==> config.mk <==
export PLATFORM = sky130hd
export DESIGN_NAME = button_conditioner_flat
export DESIGN_NICKNAME = d
export VERILOG_FILES = /design/src/rtl/button_conditioner_pkg.sv /design/src/rtl/button_conditioner_if.sv /design/src/rtl/button_conditioner_channel.sv /design/src/rtl/button_conditioner.sv /design/src/flat_wrapper.sv
export SDC_FILE = /design/constraint.sdc
export NUM_CORES = 1
export LEC_CHECK = 0
export ABC_AREA = 1
export CORE_ASPECT_RATIO = 0.6
export CORE_MARGIN = 2
export CORE_UTILIZATION = 25
export CTS_CLUSTER_SIZE = 14
export DETAILED_ROUTE_END_ITERATION = 6
export PLACE_DENSITY = 0.37
export RECOVER_POWER = 25
export SYNTH_ARGS = -nofsm -noshare
export SYNTH_HDL_FRONTEND = slang
export SYNTH_SLANG_ARGS = --single-unit
export TNS_END_PERCENT = 10
==> constraint.sdc <==
create_clock -name clk -period 1.9 [get_ports clk]
set_input_delay 0.285 -clock clk [delete_from_list [all_inputs] [get_ports clk]]
set_output_delay 0.285 -clock clk [all_outputs]
set_load 0.1 [all_outputs]
==> src/rtl/button_conditioner_pkg.sv <==
// Shared types and helpers for the push-button conditioner: channel FSM
// state encoding and the counter width derived from the timing parameters.
package button_pkg;

  typedef enum logic [2:0] {
    IDLE        = 3'd0,
    PRESS_DEB   = 3'd1,
    PRESSED     = 3'd2,
    REPEAT      = 3'd3,
    RELEASE_DEB = 3'd4
  } btn_state_t;

  // One counter serves debounce, hold and repeat timing, so it must hold
  // the largest terminal value of the three.
  function automatic int cnt_width(input int deb_cycles, input int hold_cycles,
                                   input int rep_cycles);
    int max_cycles;
    int width;
    max_cycles = deb_cycles;
    if (hold_cycles > max_cycles) max_cycles = hold_cycles;
    if (rep_cycles > max_cycles) max_cycles = rep_cycles;
    width = $clog2(max_cycles);
    if (width < 1) width = 1;
    return width;
  endfunction

endpackage

==> src/rtl/button_conditioner_if.sv <==
// Button bundle between the board pins and the counter/display logic:
// raw levels in, debounced level and event pulses out.
interface button_conditioner_if #(
  parameter int N_BUTTONS = 2
);

  logic [N_BUTTONS-1:0] btn_raw;
  logic [N_BUTTONS-1:0] btn_level;
  logic [N_BUTTONS-1:0] btn_press;
  logic [N_BUTTONS-1:0] btn_release;
  logic [N_BUTTONS-1:0] btn_repeat;

  // Board / consumer side: supplies raw levels, observes conditioned outputs.
  modport master (
    output btn_raw,
    input  btn_level,
    input  btn_press,
    input  btn_release,
    input  btn_repeat
  );

  // Conditioner side.
  modport slave (
    input  btn_raw,
    output btn_level,
    output btn_press,
    output btn_release,
    output btn_repeat
  );

endinterface

==> src/rtl/button_conditioner_channel.sv <==
// One button channel: two-flop synchronizer, debounce/hold/repeat FSM with a
// shared timing counter, and registered level/pulse outputs.
module button_channel
  import button_pkg::*;
#(
  parameter int DEBOUNCE_CYCLES = 1_000_000,
  parameter int HOLD_CYCLES     = 50_000_000,
  parameter int REPEAT_CYCLES   = 10_000_000,
  parameter bit REPEAT_EN       = 1'b1
) (
  input  logic clk,
  input  logic rst,
  input  logic i_raw,
  output logic o_level,
  output logic o_press,
  output logic o_release,
  output logic o_repeat
);

  localparam int CW = cnt_width(DEBOUNCE_CYCLES, HOLD_CYCLES, REPEAT_CYCLES);
  localparam logic [CW-1:0] DEB_LAST  = CW'(DEBOUNCE_CYCLES - 1);
  localparam logic [CW-1:0] HOLD_LAST = CW'(HOLD_CYCLES - 1);
  localparam logic [CW-1:0] REP_LAST  = CW'(REPEAT_CYCLES - 1);

  logic            r_meta;
  logic            r_sync;
  btn_state_t      r_state;
  btn_state_t      w_state_next;
  logic [CW-1:0]   r_cnt;
  logic [CW-1:0]   w_cnt_next;
  logic            r_level;
  logic            w_level_next;
  logic            r_press;
  logic            w_press_next;
  logic            r_release;
  logic            w_release_next;
  logic            r_repeat;
  logic            w_repeat_next;

  // Bring the asynchronous pin level into the clk domain.
  always_ff @(posedge clk or negedge rst) begin
    if (!rst) begin
      r_meta <= 1'b0;
      r_sync <= 1'b0;
    end else begin
      r_meta <= i_raw;
      r_sync <= r_meta;
    end
  end

  // State, timing counter and registered outputs.
  always_ff @(posedge clk or negedge rst) begin
    if (!rst) begin
      r_state   <= IDLE;
      r_cnt     <= '0;
      r_level   <= 1'b0;
      r_press   <= 1'b0;
      r_release <= 1'b0;
      r_repeat  <= 1'b0;
    end else begin
      r_state   <= w_state_next;
      r_cnt     <= w_cnt_next;
      r_level   <= w_level_next;
      r_press   <= w_press_next;
      r_release <= w_release_next;
      r_repeat  <= w_repeat_next;
    end
  end

  // Next-state logic; a change of the synchronized level always takes
  // priority over a timer expiry in the same cycle.
  always_comb begin
    w_state_next   = r_state;
    w_cnt_next     = r_cnt + 1'b1;
    w_level_next   = r_level;
    w_press_next   = 1'b0;
    w_release_next = 1'b0;
    w_repeat_next  = 1'b0;
    unique case (r_state)
      IDLE: begin
        w_cnt_next = '0;
        if (r_sync) w_state_next = PRESS_DEB;
      end
      PRESS_DEB: begin
        if (!r_sync) begin
          w_state_next = IDLE;
          w_cnt_next   = '0;
        end else if (r_cnt == DEB_LAST) begin
          w_state_next = PRESSED;
          w_cnt_next   = '0;
          w_level_next = 1'b1;
          w_press_next = 1'b1;
        end
      end
      PRESSED: begin
        if (!r_sync) begin
          w_state_next = RELEASE_DEB;
          w_cnt_next   = '0;
        end else if (r_cnt == HOLD_LAST) begin
          if (REPEAT_EN) begin
            w_state_next  = REPEAT;
            w_cnt_next    = '0;
            w_repeat_next = 1'b1;
          end else begin
            // Without auto-repeat the hold timer parks at its terminal value.
            w_cnt_next = r_cnt;
          end
        end
      end
      REPEAT: begin
        if (!r_sync) begin
          w_state_next = RELEASE_DEB;
          w_cnt_next   = '0;
        end else if (r_cnt == REP_LAST) begin
          w_cnt_next    = '0;
          w_repeat_next = 1'b1;
        end
      end
      RELEASE_DEB: begin
        if (r_sync) begin
          // Bounce during release: stay pressed and restart hold timing.
          w_state_next = PRESSED;
          w_cnt_next   = '0;
        end else if (r_cnt == DEB_LAST) begin
          w_state_next   = IDLE;
          w_cnt_next     = '0;
          w_level_next   = 1'b0;
          w_release_next = 1'b1;
        end
      end
      default: begin
        w_state_next = IDLE;
        w_cnt_next   = '0;
         w_level_next = 1'b0;
      end
    endcase
  end

  assign o_level   = r_level;
  assign o_press   = r_press;
  assign o_release = r_release;
  assign o_repeat  = r_repeat;

endmodule

==> src/rtl/button_conditioner.sv <==
// Push-button conditioner: N identical, independent channels turning raw
// Basys 3 button levels into clean levels and press/release/repeat pulses.
module button_conditioner
  import button_pkg::*;
#(
  parameter int N_BUTTONS       = 2,
  parameter int DEBOUNCE_CYCLES = 1_000_000,
  parameter int HOLD_CYCLES     = 50_000_000,
  parameter int REPEAT_CYCLES   = 10_000_000,
  parameter bit REPEAT_EN       = 1'b1
) (
  input  logic                 clk,
  input  logic                 rst,
  button_conditioner_if.slave  bus
);

  logic [N_BUTTONS-1:0] w_level;
  logic [N_BUTTONS-1:0] w_press;
  logic [N_BUTTONS-1:0] w_release;
  logic [N_BUTTONS-1:0] w_repeat;

  for (genvar gi = 0; gi < N_BUTTONS; gi++) begin : g_ch
    button_channel #(
      .DEBOUNCE_CYCLES (DEBOUNCE_CYCLES),
      .HOLD_CYCLES     (HOLD_CYCLES),
      .REPEAT_CYCLES   (REPEAT_CYCLES),
      .REPEAT_EN       (REPEAT_EN)
    ) u_channel (
      .clk       (clk),
      .rst       (rst),
      .i_raw     (bus.btn_raw[gi]),
      .o_level   (w_level[gi]),
      .o_press   (w_press[gi]),
      .o_release (w_release[gi]),
      .o_repeat  (w_repeat[gi])
    );
  end

  assign bus.btn_level   = w_level;
  assign bus.btn_press   = w_press;
  assign bus.btn_release = w_release;
  assign bus.btn_repeat  = w_repeat;

endmodule

==> src/flat_wrapper.sv <==
// flat-port wrapper written by rule: the top's interface ports become plain ports
module button_conditioner_flat import button_pkg::*;
#(
  parameter int N_BUTTONS       = 2,
  parameter int DEBOUNCE_CYCLES = 1_000_000,
  parameter int HOLD_CYCLES     = 50_000_000,
  parameter int REPEAT_CYCLES   = 10_000_000,
  parameter bit REPEAT_EN       = 1'b1
)
  (clk, rst, bus_btn_raw, bus_btn_level, bus_btn_press, bus_btn_release, bus_btn_repeat);
  button_conditioner_if #(.N_BUTTONS(N_BUTTONS)) bus_i ();
  input  logic clk;
  input  logic rst;
  input wire logic [$bits(bus_i.btn_raw)-1:0] bus_btn_raw;
  output wire logic [$bits(bus_i.btn_level)-1:0] bus_btn_level;
  output wire logic [$bits(bus_i.btn_press)-1:0] bus_btn_press;
  output wire logic [$bits(bus_i.btn_release)-1:0] bus_btn_release;
  output wire logic [$bits(bus_i.btn_repeat)-1:0] bus_btn_repeat;
  assign bus_i.btn_raw = bus_btn_raw;
  assign bus_btn_level = bus_i.btn_level;
  assign bus_btn_press = bus_i.btn_press;
  assign bus_btn_release = bus_i.btn_release;
  assign bus_btn_repeat = bus_i.btn_repeat;
  button_conditioner #(.N_BUTTONS(N_BUTTONS), .DEBOUNCE_CYCLES(DEBOUNCE_CYCLES), .HOLD_CYCLES(HOLD_CYCLES), .REPEAT_CYCLES(REPEAT_CYCLES), .REPEAT_EN(REPEAT_EN)) u_core (.clk(clk), .rst(rst), .bus(bus_i));
endmodule
==> flow_metrics.py <==
metrics = {
    "clock_network": {
        "htreeDepth": 3,
        "cts_buffer_depth": 2,
        "cts_made_buffers": 9,
        "cts_root_buffer": "clkbuf_16",
        "cts_num_sinks": 70,
        "insertion_delay_ns": 0.33,
        "clk_pin_slew_ns": 0.05,
        "cts_tree": "built",
    },
    "yosys": {
        "yosysWarnings": 0,
        "syn_area_um2": 4610,
        "synth_cell_types": 32,
        "netlist.area_leader.share": 0.380,
        "synth_top_cell_by_area": "dfrtp_1",
        "syn_nets": 687,
        "synth_edf_count": 0,
        "seq_area_frac_synth": 0.380,
        "async_reset_ff_frac": 1.00,
        "synth_flop_cell": "dfrtp_1",
        "synth-seq-cells": 70,
        "syn_inst": 681,
        "yosys-top-cells-area": "dfrtp_1 (38%), nand2_1 (13%), nor2_1 (10%)",
        "ys_top_cells_by_count": "nand2_1 (164), nor2_1 (129), inv_1 (78), nand3_1 (76), dfrtp_1 (70)",
        "syn_area_per_cell_um2": 6.78,
        "yosysMostFrequentCell": "nand2_1",
    },
    "place": {
        "postPlaceCellArea_um2": 5200,
        "dp_hpwl_mm": 11.1,
        "place_inst": 951,
        "place_congestion": 0.914,
        "port_buffers": 11,
    },
    "drt": {
        "routed_wl_mm": 14.3,
        "vias": 4450,
        "ant_nets": 0,
        "viasPerCell": 4.58,
        "drc": 0,
        "initialDrtViolationCount": 410,
        "drtPass1Iterations": 5,
        "route.detailed.wl_per_inst_um": 14.8,
    },
    "setup_path": {
        "arrival_ns": 2.02,
        "endpoint_kind": "flop",
        "worstSetupStartpointType": "flop",
        "r2r_cells": 9,
        "critPathKind": "flop to flop",
        "ff2ff_setup_slack_ns": 0.09,
        "cp_max_fo": 5,
        "crit_required_ns": 2.11,
    },
    "grt": {
        "grtUsageTotal": 0.155,
        "grt_max_degree": 71,
        "overflow": 0,
        "antenna_found_initial": 0,
        "grt_pass1_vias": 4090,
        "grt_pass1_wl_mm": 22.8,
    },
    "timing": {
        "tns_ns": 0,
        "finalCriticalPeriod_ns": 1.81,
        "clock.fmax_mhz": 552,
        "setup_viol": 0,
        "slew_violations": 0,
        "skew_ns": 0.0121,
        "hold_violations": 0,
        "rsz0062_at_grt": "true",
        "final.period_utilization": 0.954,
        "slew_headroom": 0.313,
        "worst_slew_pin_slew_ns": 1.03,
    },
    "final_layout": {
        "post-route-util": 0.313,
        "fin_cells": 972,
        "drive_above_1_share": 0.202,
        "final_nets": 735,
        "syn_to_final_growth_pct": 22.5,
        "antenna_cells": 0,
        "final_area_um2": 5650,
    },
    "floorplan": {
        "start_util": 0.255,
        "coreArea_um2": 18100,
        "num_rows": 38,
        "dieHeight_um": 109,
        "dieArea_um2": 19600,
        "num_io_pins": 12,
        "die_w_um": 179,
    },
    "hold_path": {
        "hold_class": "flop to flop",
        "hold_depth": 0,
    },
    "job": {
        "cap_viol_max_count": 0,
    },
    "pwr": {
        "p_leak_nw": 2.39,
        "p_per_area_nw_per_um2": 915,
        "peakVddDrop_uv": 514,
        "totalPowerFinal_w": 0.00517,
    },
    "status": {
        "run_status": "completed",
    },
}
[worst max-delay path: stages, from the launching register on]
cell      delay [ns]
dfrtp_1         0.41
nand2_1         0.09
nor2_2          0.19
nand2_2         0.17
buf_4           0.19
nor2_1          0.15
buf_4           0.14
nand2_1         0.07
o211ai_1        0.22
nor2_2          0.06
[kinds of logic (layout without fill, tap and decap cells)]
logic type | Yosys count | after routing | share of synthesized area
flops | 70 | 70 | 0.380
buf+inv | 98 | 149 | 0.0957
simple gates | 461 | 461 | 0.457
compound gates | 50 | 50 | 0.0618
fa+ha+maj | 2 | 2 | 0.00542
[through the flow]
step           hold WS, ns  worst slack, ns
6_report             0.356           0.0883
5_1_grt              0.366          -0.0181
4_1_cts              0.360         0.000649
3_5_place_dp         0.336          -0.0106
3_3_place_gp         0.335          -0.0187
2_1_floorplan      -0.0106            0.222
[path summary, 6_finish.rpt]
| path | end | from |
|---|---|---|
| max | u_core.g_ch[0].u_channel.r_cnt[12] | u_core.g_ch[0].u_channel.r_cnt[2] |
| min | u_core.g_ch[1].u_channel.r_sync | u_core.g_ch[1].u_channel.r_meta |
| max reg2reg | u_core.g_ch[0].u_channel.r_cnt[12] | u_core.g_ch[0].u_channel.r_cnt[2] |
| min reg2reg | u_core.g_ch[1].u_channel.r_sync | u_core.g_ch[1].u_channel.r_meta |
| max in group asynchronous | u_core.g_ch[1].u_channel.r_cnt[17] | rst |
| min in group asynchronous | u_core.g_ch[1].u_channel.r_state[0] | rst |
[registers in the layout, indices dropped and copies added (netlist names)]
| register | cells |
|---|---|
| u_core.g_ch.u_channel.r_cnt | 52 |
| u_core.g_ch.u_channel.r_state | 6 |
| u_core.g_ch.u_channel.o_level | 2 |
| u_core.g_ch.u_channel.o_press | 2 |
| u_core.g_ch.u_channel.o_release | 2 |
| u_core.g_ch.u_channel.o_repeat | 2 |
| u_core.g_ch.u_channel.r_meta | 2 |
| u_core.g_ch.u_channel.r_sync | 2 |
[layout by cell type (no fill, tap or decap), types with 4 or more instances in the layout]
cell type,count
clkbuf_16,10
nor2_1,119
or2_2,4
dfrtp_1,64
o21ai_0,28
nand2_1,156
a21o_1,4
inv_1,78
nand2_4,4
nor2_2,32
dfrtp_2,6
buf_12,4
o211ai_1,6
nand4_1,22
a21oi_1,7
nand3_1,74
nand2_2,18
nor2_4,8
nor3_1,12
buf_4,44
[report_power, final]
part	internal, W	leakage (nW)	switching, W
sequential	0.00159	0.948	0.0000928
clock	0.000901	0.128	0.000617
combinational	0.000699	1.32	0.00128
total	0.00319	2.39	0.00199
[layer usage]
layer,vias up,global-route usage,wire [um]
met5,-,0,0
met4,0,0.0259,77
li1,2266,-,-
met1,2052,0.274,8610
met2,128,0.176,4760
met3,4,0.0328,900
[timing repair]
item                                    4_1_cts  5_1_grt
endpoints found under the setup margin        2       56
pin swaps                                     0        3
endpoints found under the hold margin        37        0
gates cloned                                  0        1
setup buffers                                 0        5
resized for setup                             1       40
hold buffers                                  1        0
[layout make-up]
| cell class | instances | area, um^2 |
|---|---|---|
| clock inverters | 2 | 10.0 |
| flip-flops and latches | 70 | 1760 |
| well taps | 240 | 300 |
| repair buffers | 54 | 480 |
| multi-input cells | 513 | 2550 |
| fillers | 1958 | 12400 |
| inverters | 81 | 307 |
| clock buffers | 12 | 246 |
(Power assumes the default switching activity.)
